**config.mk**
```make
export PLATFORM = sky130hd
export DESIGN_NAME = ps2_rx_fifo_flat
export DESIGN_NICKNAME = d
export VERILOG_FILES = /design/src/rtl/ps2_rx_fifo_if.sv /design/src/rtl/ps2_rx_fifo.sv /design/src/flat_wrapper.sv
export SDC_FILE = /design/constraint.sdc
export NUM_CORES = 1
export LEC_CHECK = 0
export ABC_AREA = 0
export BUFFER_PORTS_ARGS = -buffer_cell sky130_fd_sc_hd__buf_2
export CELL_PAD_IN_SITES_DETAIL_PLACEMENT = 0
export CELL_PAD_IN_SITES_GLOBAL_PLACEMENT = 2
export CORE_MARGIN = 2
export CORE_UTILIZATION = 50
export CTS_CLUSTER_SIZE = 8
export DETAILED_ROUTE_END_ITERATION = 16
export GPL_TIMING_DRIVEN = 0
export PLACE_DENSITY = 0.82
export SLEW_MARGIN = 20
export SYNTH_ARGS = -nofsm -noshare
export SYNTH_HDL_FRONTEND = slang
export SYNTH_SLANG_ARGS = --single-unit
export TNS_END_PERCENT = 5
```
**constraint.sdc**
```tcl
create_clock -name CLOCK_50 -period 6.2 [get_ports CLOCK_50]
set_clock_uncertainty 0.05 [all_clocks]
set_input_delay 0.31 -clock CLOCK_50 [delete_from_list [all_inputs] [get_ports CLOCK_50]]
set_output_delay 0.31 -clock CLOCK_50 [all_outputs]
set_load 0.02 [all_outputs]
```
**src/rtl/ps2_rx_fifo_if.sv**
```systemverilog
// rtl/ps2_rx_fifo_if.sv - PS/2 pin inputs and receive-FIFO read-side signal bundle
interface ps2_rx_fifo_if #(
    parameter int FIFO_DEPTH = 16
);
    localparam int CW = $clog2(FIFO_DEPTH) + 1;

    logic          ps2_data;
    logic          ps2_clock;
    logic          rd_en;
    logic [7:0]    rx_data;
    logic          rx_valid;
    logic [CW-1:0] fifo_count;
    logic          parity_err;
    logic          frame_err;
    logic          overflow;

    modport master (
        output ps2_data, ps2_clock, rd_en,
        input  rx_data, rx_valid, fifo_count, parity_err, frame_err, overflow
    );

    modport slave (
        input  ps2_data, ps2_clock, rd_en,
        output rx_data, rx_valid, fifo_count, parity_err, frame_err, overflow
    );
endinterface

```
**src/rtl/ps2_rx_fifo.sv**
```systemverilog
// rtl/ps2_rx_fifo.sv - PS/2 keyboard frame receiver with glitch filter and byte FIFO
module ps2_rx_fifo #(
    parameter int FILTER_LEN     = 8,
    parameter int FIFO_DEPTH     = 16,
    parameter int TIMEOUT_CYCLES = 50000,
    parameter int CHECK_PARITY   = 1
) (
    input logic          CLOCK_50,
    input logic          rst,
    ps2_rx_fifo_if.slave bus
);
    localparam int AW = $clog2(FIFO_DEPTH);
    localparam int CW = AW + 1;
    localparam int TW = $clog2(TIMEOUT_CYCLES);
    localparam logic [CW-1:0] FULL    = CW'(FIFO_DEPTH);
    localparam logic [TW-1:0] TO_LAST = TW'(TIMEOUT_CYCLES - 1);

    typedef enum logic [1:0] {IDLE, RX, CHECK} state_t;

    logic [1:0]            data_sync;
    logic                  data_s;
    logic [FILTER_LEN-1:0] clk_shreg;
    logic                  clk_level;
    logic                  fall;

    state_t                state;
    logic [9:0]            frame_sr;
    logic [3:0]            bit_cnt;
    logic [TW-1:0]         to_cnt;
    logic                  parity_err_q;
    logic                  frame_err_q;
    logic                  overflow_q;

    logic [7:0]            mem [FIFO_DEPTH];
    logic [AW-1:0]         wr_ptr;
    logic [AW-1:0]         rd_ptr;
    logic [CW-1:0]         count;
    logic                  parity_bad;
    logic                  push_req;
    logic                  pop;
    logic                  push_ok;

    always_ff @(posedge CLOCK_50 or posedge rst) begin
        if (rst) begin
            data_sync <= '0;
        end else begin
            data_sync <= {data_sync[0], bus.ps2_data};
        end
    end

    assign data_s = data_sync[1];

    // The clock line is only trusted once FILTER_LEN samples agree; mixed samples hold the level.
    always_ff @(posedge CLOCK_50 or posedge rst) begin
        if (rst) begin
            clk_shreg <= '0;
            clk_level <= 1'b0;
            fall      <= 1'b0;
        end else begin
            clk_shreg <= {clk_shreg[FILTER_LEN-2:0], bus.ps2_clock};
            fall      <= clk_level && (clk_shreg == '0);
            if (&clk_shreg) begin
                clk_level <= 1'b1;
            end else if (clk_shreg == '0) begin
                clk_level <= 1'b0;
            end
        end
    end

    // Odd parity: data plus parity bit must carry an odd number of ones.
    assign parity_bad = (CHECK_PARITY != 0) && !(^frame_sr[8:0]);
    assign push_req   = (state == CHECK) && frame_sr[9] && !parity_bad;

    always_ff @(posedge CLOCK_50 or posedge rst) begin
        if (rst) begin
            state        <= IDLE;
            frame_sr     <= '0;
            bit_cnt      <= '0;
            to_cnt       <= '0;
            parity_err_q <= 1'b0;
            frame_err_q  <= 1'b0;
        end else begin
            parity_err_q <= 1'b0;
            frame_err_q  <= 1'b0;
            case (state)
                IDLE: begin
                    if (fall && !data_s) begin
                        state   <= RX;
                        bit_cnt <= '0;
                        to_cnt  <= '0;
                    end
                end
                RX: begin
                    if (fall) begin
                        frame_sr <= {data_s, frame_sr[9:1]};
                        bit_cnt  <= bit_cnt + 4'd1;
                        to_cnt   <= '0;
                        if (bit_cnt == 4'd9) begin
                            state <= CHECK;
                        end
                    end else if (to_cnt == TO_LAST) begin
                        frame_err_q <= 1'b1;
                        state       <= IDLE;
                    end else begin
                        to_cnt <= to_cnt + 1'b1;
                    end
                end
                CHECK: begin
                    state <= IDLE;
                    if (!frame_sr[9]) begin
                        frame_err_q <= 1'b1;
                    end else if (parity_bad) begin
                        parity_err_q <= 1'b1;
                    end
                end
                default: state <= IDLE;
            endcase
        end
    end

    // A pop in the same cycle frees the slot, so a push at full still succeeds.
    assign pop     = bus.rd_en && (count != '0);
    assign push_ok = push_req && ((count != FULL) || pop);

    always_ff @(posedge CLOCK_50 or posedge rst) begin
        if (rst) begin
            wr_ptr     <= '0;
            rd_ptr     <= '0;
            count      <= '0;
            overflow_q <= 1'b0;
        end else begin
            overflow_q <= push_req && !push_ok;
            if (push_ok) begin
                wr_ptr <= wr_ptr + 1'b1;
            end
            if (pop) begin
                rd_ptr <= rd_ptr + 1'b1;
            end
            if (push_ok && !pop) begin
                count <= count + 1'b1;
            end else if (pop && !push_ok) begin
                count <= count - 1'b1;
            end
        end
    end

    always_ff @(posedge CLOCK_50) begin
        if (push_ok) begin
            mem[wr_ptr] <= frame_sr[7:0];
        end
    end

    assign bus.rx_data    = (count != '0) ? mem[rd_ptr] : 8'h00;
    assign bus.rx_valid   = (count != '0);
    assign bus.fifo_count = count;
    assign bus.parity_err = parity_err_q;
    assign bus.frame_err  = frame_err_q;
    assign bus.overflow   = overflow_q;
endmodule

```
**src/flat_wrapper.sv**
```systemverilog
// flat-port wrapper written by rule: the top's interface ports become plain ports
module ps2_rx_fifo_flat 
#(
    parameter int FILTER_LEN     = 8,
    parameter int FIFO_DEPTH     = 16,
    parameter int TIMEOUT_CYCLES = 50000,
    parameter int CHECK_PARITY   = 1
)
  (CLOCK_50, rst, bus_ps2_data, bus_ps2_clock, bus_rd_en, bus_rx_data, bus_rx_valid, bus_fifo_count, bus_parity_err, bus_frame_err, bus_overflow);
  ps2_rx_fifo_if #(.FIFO_DEPTH(FIFO_DEPTH)) bus_i ();
  input logic CLOCK_50;
  input logic rst;
  input wire logic [$bits(bus_i.ps2_data)-1:0] bus_ps2_data;
  input wire logic [$bits(bus_i.ps2_clock)-1:0] bus_ps2_clock;
  input wire logic [$bits(bus_i.rd_en)-1:0] bus_rd_en;
  output wire logic [$bits(bus_i.rx_data)-1:0] bus_rx_data;
  output wire logic [$bits(bus_i.rx_valid)-1:0] bus_rx_valid;
  output wire logic [$bits(bus_i.fifo_count)-1:0] bus_fifo_count;
  output wire logic [$bits(bus_i.parity_err)-1:0] bus_parity_err;
  output wire logic [$bits(bus_i.frame_err)-1:0] bus_frame_err;
  output wire logic [$bits(bus_i.overflow)-1:0] bus_overflow;
  assign bus_i.ps2_data = bus_ps2_data;
  assign bus_i.ps2_clock = bus_ps2_clock;
  assign bus_i.rd_en = bus_rd_en;
  assign bus_rx_data = bus_i.rx_data;
  assign bus_rx_valid = bus_i.rx_valid;
  assign bus_fifo_count = bus_i.fifo_count;
  assign bus_parity_err = bus_i.parity_err;
  assign bus_frame_err = bus_i.frame_err;
  assign bus_overflow = bus_i.overflow;
  ps2_rx_fifo #(.FILTER_LEN(FILTER_LEN), .FIFO_DEPTH(FIFO_DEPTH), .TIMEOUT_CYCLES(TIMEOUT_CYCLES), .CHECK_PARITY(CHECK_PARITY)) u_core (.CLOCK_50(CLOCK_50), .rst(rst), .bus(bus_i));
endmodule
```
### Word-level counts from Yosys, hierarchy flattened

Memory sizes are Yosys's and may differ from the RTL's.
Index checks and enable logic that the tools add are counted.

* register bits after elaboration: 60
* memories kept: 1
* output and inout bits: 17
* word-level logic and storage cells: 82
* input bits: 5
* RAM bits: 128

* eq/ne operators: 10
* multiplexer cells: 26
* add/sub/neg operators: 6
* reduce and logical (&&, ||, !) cells: 25

Memories
* u_core.mem: depth 16, width 8, read ports 1, clocked after memory_dff 0, write ports 1, RTL line ps2_rx_fifo.sv:34 `logic [7:0] mem [FIFO_DEPTH];`

Operators by type and width (count)
* $mux W16: 3
* $pmux W16 S2: 1
* $add A16 B1 Y16 const B: 1
* $eq A16 B16 Y1 const B: 1
* $add A4 B1 Y4 const B: 3
* $mux W1: 10
* $mux W5: 2
* $logic_and A1 B1 Y1: 9
* $reduce_and A3 Y1: 3
* $reduce_xor A9 Y1: 1
* $logic_not A8 Y1: 1
* $mux W2: 4
* $mux W4: 2
* $mux W8: 1
* $pmux W4 S2: 1
* $reduce_and A8 Y1: 1
* $reduce_bool A2 Y1: 3
* $add A5 B1 Y5 const B: 1
* $ne A5 B5 Y1 const B: 1
* $reduce_bool A5 Y1: 1
* $sub A5 B1 Y5 const B: 1
* $eq A4 B4 Y1 const B: 1
* $ne A2 B1 Y1 const B: 2
* $pmux W2 S2: 1
* 10 further kinds: 12

### Logic depth before layout (Yosys ltp)

* word-level depth: 8
* mapped depth: 14
* depth with buffers taken out: 13

### Worst setup path after synthesis

No wires, ideal clock.

* path kind: reg2reg
* start point: reg u_core.count[0], in the netlist u_core.bus.fifo_count[0]
* end point: reg u_core.count[4], in the netlist u_core.bus.fifo_count[4]
* setup time: 0.132 ns
* period minus slack after synthesis: 3.344 ns
* data arrival time: 3.163 ns
* required time: 6.018 ns
* cell stages (with the launch flop): 14
* path slack: 2.856 ns
* buffers on the path: 1
* cells stage by stage: dfrtp_1 or4_1 or2_2 clkbuf_1 and2_1 inv_1 ha_1 inv_1 fa_1 a21o_1 a21oi_1 xnor2_1 nor2_1 xor2_1

* longest elaborated chain between the ends: 7
* elaborated cells between the ends (all ways): 14
* those cells by class: add/sub: 2; eq/ne: 1; mux: 2; reduce/logical: 9

Ends and longest elaborated chain
* from (decl): RTL line ps2_rx_fifo.sv:37 `logic [CW-1:0] count;`
* from (signal assigned): RTL line ps2_rx_fifo.sv:140 `count <= count + 1'b1;`
* from (signal assigned): RTL line ps2_rx_fifo.sv:142 `count <= count - 1'b1;`
* $reduce_bool A5 Y1 (*)
* named net bus_rx_valid: RTL line flat_wrapper.sv:17 `output wire logic [$bits(bus_i.rx_valid)-1:0] bus_rx_valid;`
* $logic_and A1 B1 Y1 (*): RTL line ps2_rx_fifo.sv:122 `assign pop = bus.rd_en && (count != '0);`
* $logic_or A1 B1 Y1: RTL line ps2_rx_fifo.sv:123 `assign push_ok = push_req && ((count != FULL) || pop);`
* $logic_and A1 B1 Y1: RTL line ps2_rx_fifo.sv:123
* $logic_not A1 Y1: RTL line ps2_rx_fifo.sv:141 `end else if (pop && !push_ok) begin`
* $logic_and A1 B1 Y1: RTL line ps2_rx_fifo.sv:141
* $reduce_bool A2 Y1 (no line)

Mark *: on every way through the listed nets, which the timed path passes. The rest lies on a longest branch. The select of a mux whose other input is x is not followed.
A chain may end at the register's enable or synchronous reset.

### Worst setup path in the final report

* start point: reg u_core.frame_sr[3]
* end point: reg u_core.count[4], in the netlist u_core.bus.fifo_count[4]

* longest elaborated chain between the ends: 6
* elaborated cells between the ends (all ways): 8
* those cells by class: mux: 1; reduce/logical: 7

Ends and longest elaborated chain
* from (decl): RTL line ps2_rx_fifo.sv:27 `logic [9:0] frame_sr;`
* from (signal assigned): RTL line ps2_rx_fifo.sv:95 `frame_sr <= {data_s, frame_sr[9:1]};`
* $reduce_xor A9 Y1 (*): RTL line ps2_rx_fifo.sv:71 `assign parity_bad = (CHECK_PARITY != 0) && !(^frame_sr[8:0]);`
* $logic_and A1 B1 Y1 (*): RTL line ps2_rx_fifo.sv:72 `assign push_req = (state == CHECK) && frame_sr[9] && !parity_bad;`
* $logic_and A1 B1 Y1 (*): RTL line ps2_rx_fifo.sv:123
* named net u_core.push_ok: RTL line ps2_rx_fifo.sv:41 `logic push_ok;`
* $logic_not A1 Y1: RTL line ps2_rx_fifo.sv:141
* $logic_and A1 B1 Y1: RTL line ps2_rx_fifo.sv:141
* $reduce_bool A2 Y1 (no line)

Mark *: on every way through the listed nets, which the timed path passes. The rest lies on a longest branch.

==> impl_metrics.tcl <==
set metrics [dict create \
    place_area_mm2 0.00842 \
    whs_ps 239 \
    cts_max_path_buffers 2 \
    cts_resized 0 \
    setup_tns_ps 0 \
    critical_path_class "reg2reg" \
    worst_path_max_delay_cell "dfrtp_1" \
    drv_slew 0 \
    end_kind "flop" \
    drive_above_1_share 0.233 \
    ios 22 \
    path_buf_inv 2 \
    synth_area_leaders "edfxtp_1 (48%), dfrtp_1 (19%), mux4_2 (11%)" \
    syn2layout_area_growth_pct 13.1 \
    status "complete, no violations" \
    worstPathCellList "xor2_1 > xnor3_1 > xnor2_2 > nand3_2 > inv_1 > ha_1 > inv_1 > fa_1 > a21o_1 > a21oi_1 > xnor2_1 > nor2_1 > xor2_1" \
    vias 4252 \
    initial_core_util 0.507 \
    post-route-util 0.574 \
    synth_cell_type_count 56 \
    wl_per_cell_um 19.9 \
    register_area_mm2 0.00535 \
    multiInputGateArea_mm2 0.00252 \
    relSlewSlack 0.410 \
    max_freq_mhz 274 \
    insertion_delay_ps 430 \
    synth_flop_cell "edfxtp_1" \
    htree_num_levels 4 \
    cts_sinks 188 \
    ir_worst_vdd_v 0.000186 \
    drtPass1Iterations 4 \
    power_density_mw_per_mm2 271 \
    die_width_um 130 \
    place_congestion 0.743 \
    cp_max_fo 19 \
    grt_pass1_vias 4318 \
    dr_wl_met3_um 627 \
    wl_mm 15.1 \
    max_stage_delay_ps 760 \
    track_usage 0.196 \
    die_h_um 130 \
    worst_pin_slew_ps 880 \
    min_period_ps 3650 \
    finalSetupViolCount 0 \
    io_buffer_count 21 \
    hold_class "in2reg" \
    antenna_found_initial 0 \
    synthArstFlopShare 0.319 \
    cp_top_family "XOR/XNOR gates" \
    clock-root-buffer "clkbuf_16" \
    hpwl_mm 10.0 \
    worstPathRequired_ps 6460 \
    grt_max_degree 56 \
    route.met2.wl_mm 7.67 \
    clk_pin_slew_ps 70 \
    n_antenna_cell 0 \
    dieArea_mm2 0.0170 \
    setup_slack_ps 2550 \
    post_cts_buffers 0 \
    total_power_mw 2.45 \
    vias_per_cell 5.59 \
    synth_area_per_cell_um2 16.4 \
    synth_area_leader_cell "edfxtp_1" \
    synth_seq_cells 188 \
    drt_iter0_drc 365 \
    drv_cap 0 \
    synth.cell_area_mm2 0.00800 \
    wl_met1_mm 6.66 \
    synth_edf_count 128 \
    core_area_mm2 0.0158 \
    grt_overflow 0 \
    yosys_warnings 0 \
    detail-route-antenna-nets 0 \
    synth_top_area_share 0.481 \
    rsz0062_at_grt "no" \
    cts_buffers 17 \
    leakage_nw 3.41 \
    cts_tree "yes" \
    place_inst 726 \
    seq_area_frac_synth 0.668 \
    holdBufCountCts 3 \
    synth_common_cells "edfxtp_1 (128), dfrtp_1 (60), mux4_2 (40), nand2_1 (27), nor2_1 (26)" \
    hold_viol_final 0 \
    placement_rows 46 \
    critPathLaunchType "flop" \
    yosysMostFrequentCell "edfxtp_1" \
    fillers 1263 \
    syn_nets 509 \
    drc_errors 0 \
    grt_pass1_wl_mm 24.4 \
    final_area_mm2 0.00905 \
    worst_ep_arrival_time_ps 3900 \
    fin_crit_sh 0.588 \
    nNetsFinal 553 \
    fin_cells 761 \
    preCtsSetupSlack_ps 2540 \
    topRoutingLayerUsed "met4" \
    netlist_instances 488 \
]
[logic make-up (layout without fill, tap and decap cells)]
family / count (synthesis) / after routing / synth area share
AOI/OAI and AO/OA: 43 / 43 / 0.0360
and+or+nand+nor: 127 / 127 / 0.0873
buffers and inverters: 35 / 92 / 0.0196
xor gates and xnor gates: 24 / 24 / 0.0289
muxes: 55 / 55 / 0.134
adders and majority gates: 16 / 16 / 0.0260
DFF: 188 / 188 / 0.668
[cell type report]
type / instances / area share
well taps: 216 / 0.0299
clock inverters: 10 / 0.0156
inverters: 13 / 0.00567
flip-flops and latches: 188 / 0.591
multi-input cells: 265 / 0.278
clock buffers: 22 / 0.0502
plain buffers: 22 / 0.0119
repair buffers: 25 / 0.0180
[sequential cells by signal (all words and copies together), names as in the netlist]
register / flops
u_core.mem: 128
u_core.to_cnt: 16
u_core.frame_sr: 10
u_core.clk_shreg: 8
u_core.bus.fifo_count: 5
u_core.bit_cnt: 4
u_core.rd_ptr: 4
u_core.wr_ptr: 4
u_core.data_sync: 2
u_core.state: 2
u_core.bus.frame_err: 1
u_core.bus.overflow: 1
u_core.bus.parity_err: 1
u_core.clk_level: 1
u_core.fall: 1
[power breakdown]
group	switching [mW]	leakage, nW	internal, mW
logic	0.0104	0.971	0.00536
clock network	0.450	0.285	0.646
registers	0.00292	2.15	1.33
total	0.464	3.41	1.98
[worst paths after layout]
check / slack (ps) / startpoint / to / cells after the start
worst max register to register: 2550 / u_core.frame_sr[3]$_DFFE_PP0P_ / u_core.bus.fifo_count[4]$_DFFE_PP0P_ / 13
worst max-delay path: 2550 / u_core.frame_sr[3]$_DFFE_PP0P_ / u_core.bus.fifo_count[4]$_DFFE_PP0P_ / 13
min in group asynchronous: 260 / rst / u_core.rd_ptr[1]$_DFFE_PP0P_ / 3
max in group asynchronous: 5350 / rst / u_core.clk_shreg[6]$_DFF_PP0_ / 4
worst min-delay path: 240 / bus_rd_en / u_core.rd_ptr[1]$_DFFE_PP0P_ / 4
worst min register to register: 310 / u_core.data_sync[0]$_DFF_PP0_ / u_core.data_sync[1]$_DFF_PP0_ / 0
[metal layers]
metal | up-vias | track usage
met5 | - | 0
met4 | 0 | 0.0601
met3 | 11 | 0.0440
met2 | 83 | 0.319
met1 | 2196 | 0.268
li1 | 1962 | -
[cell usage in the layout (no fill, tap or decap), drive strengths merged, types with 11 or more instances in the layout]
cell	instances
nor3	12
edfxtp	128
o21ai	11
inv	13
nand2	27
clkbuf	33
mux2	13
ha	15
nand4	11
and2	11
dfrtp	60
buf	33
a21oi	16
xnor2	20
mux4	40
nor2	26
[tightest hold or removal path: cells and delay by family]
| family | cells | cell delay (ps) |
|---|---|---|
| buffers and inverters | 1 | 90 |
| and+or+nand+nor | 3 | 290 |
Note: power is estimated with default switching activity, not from simulation.
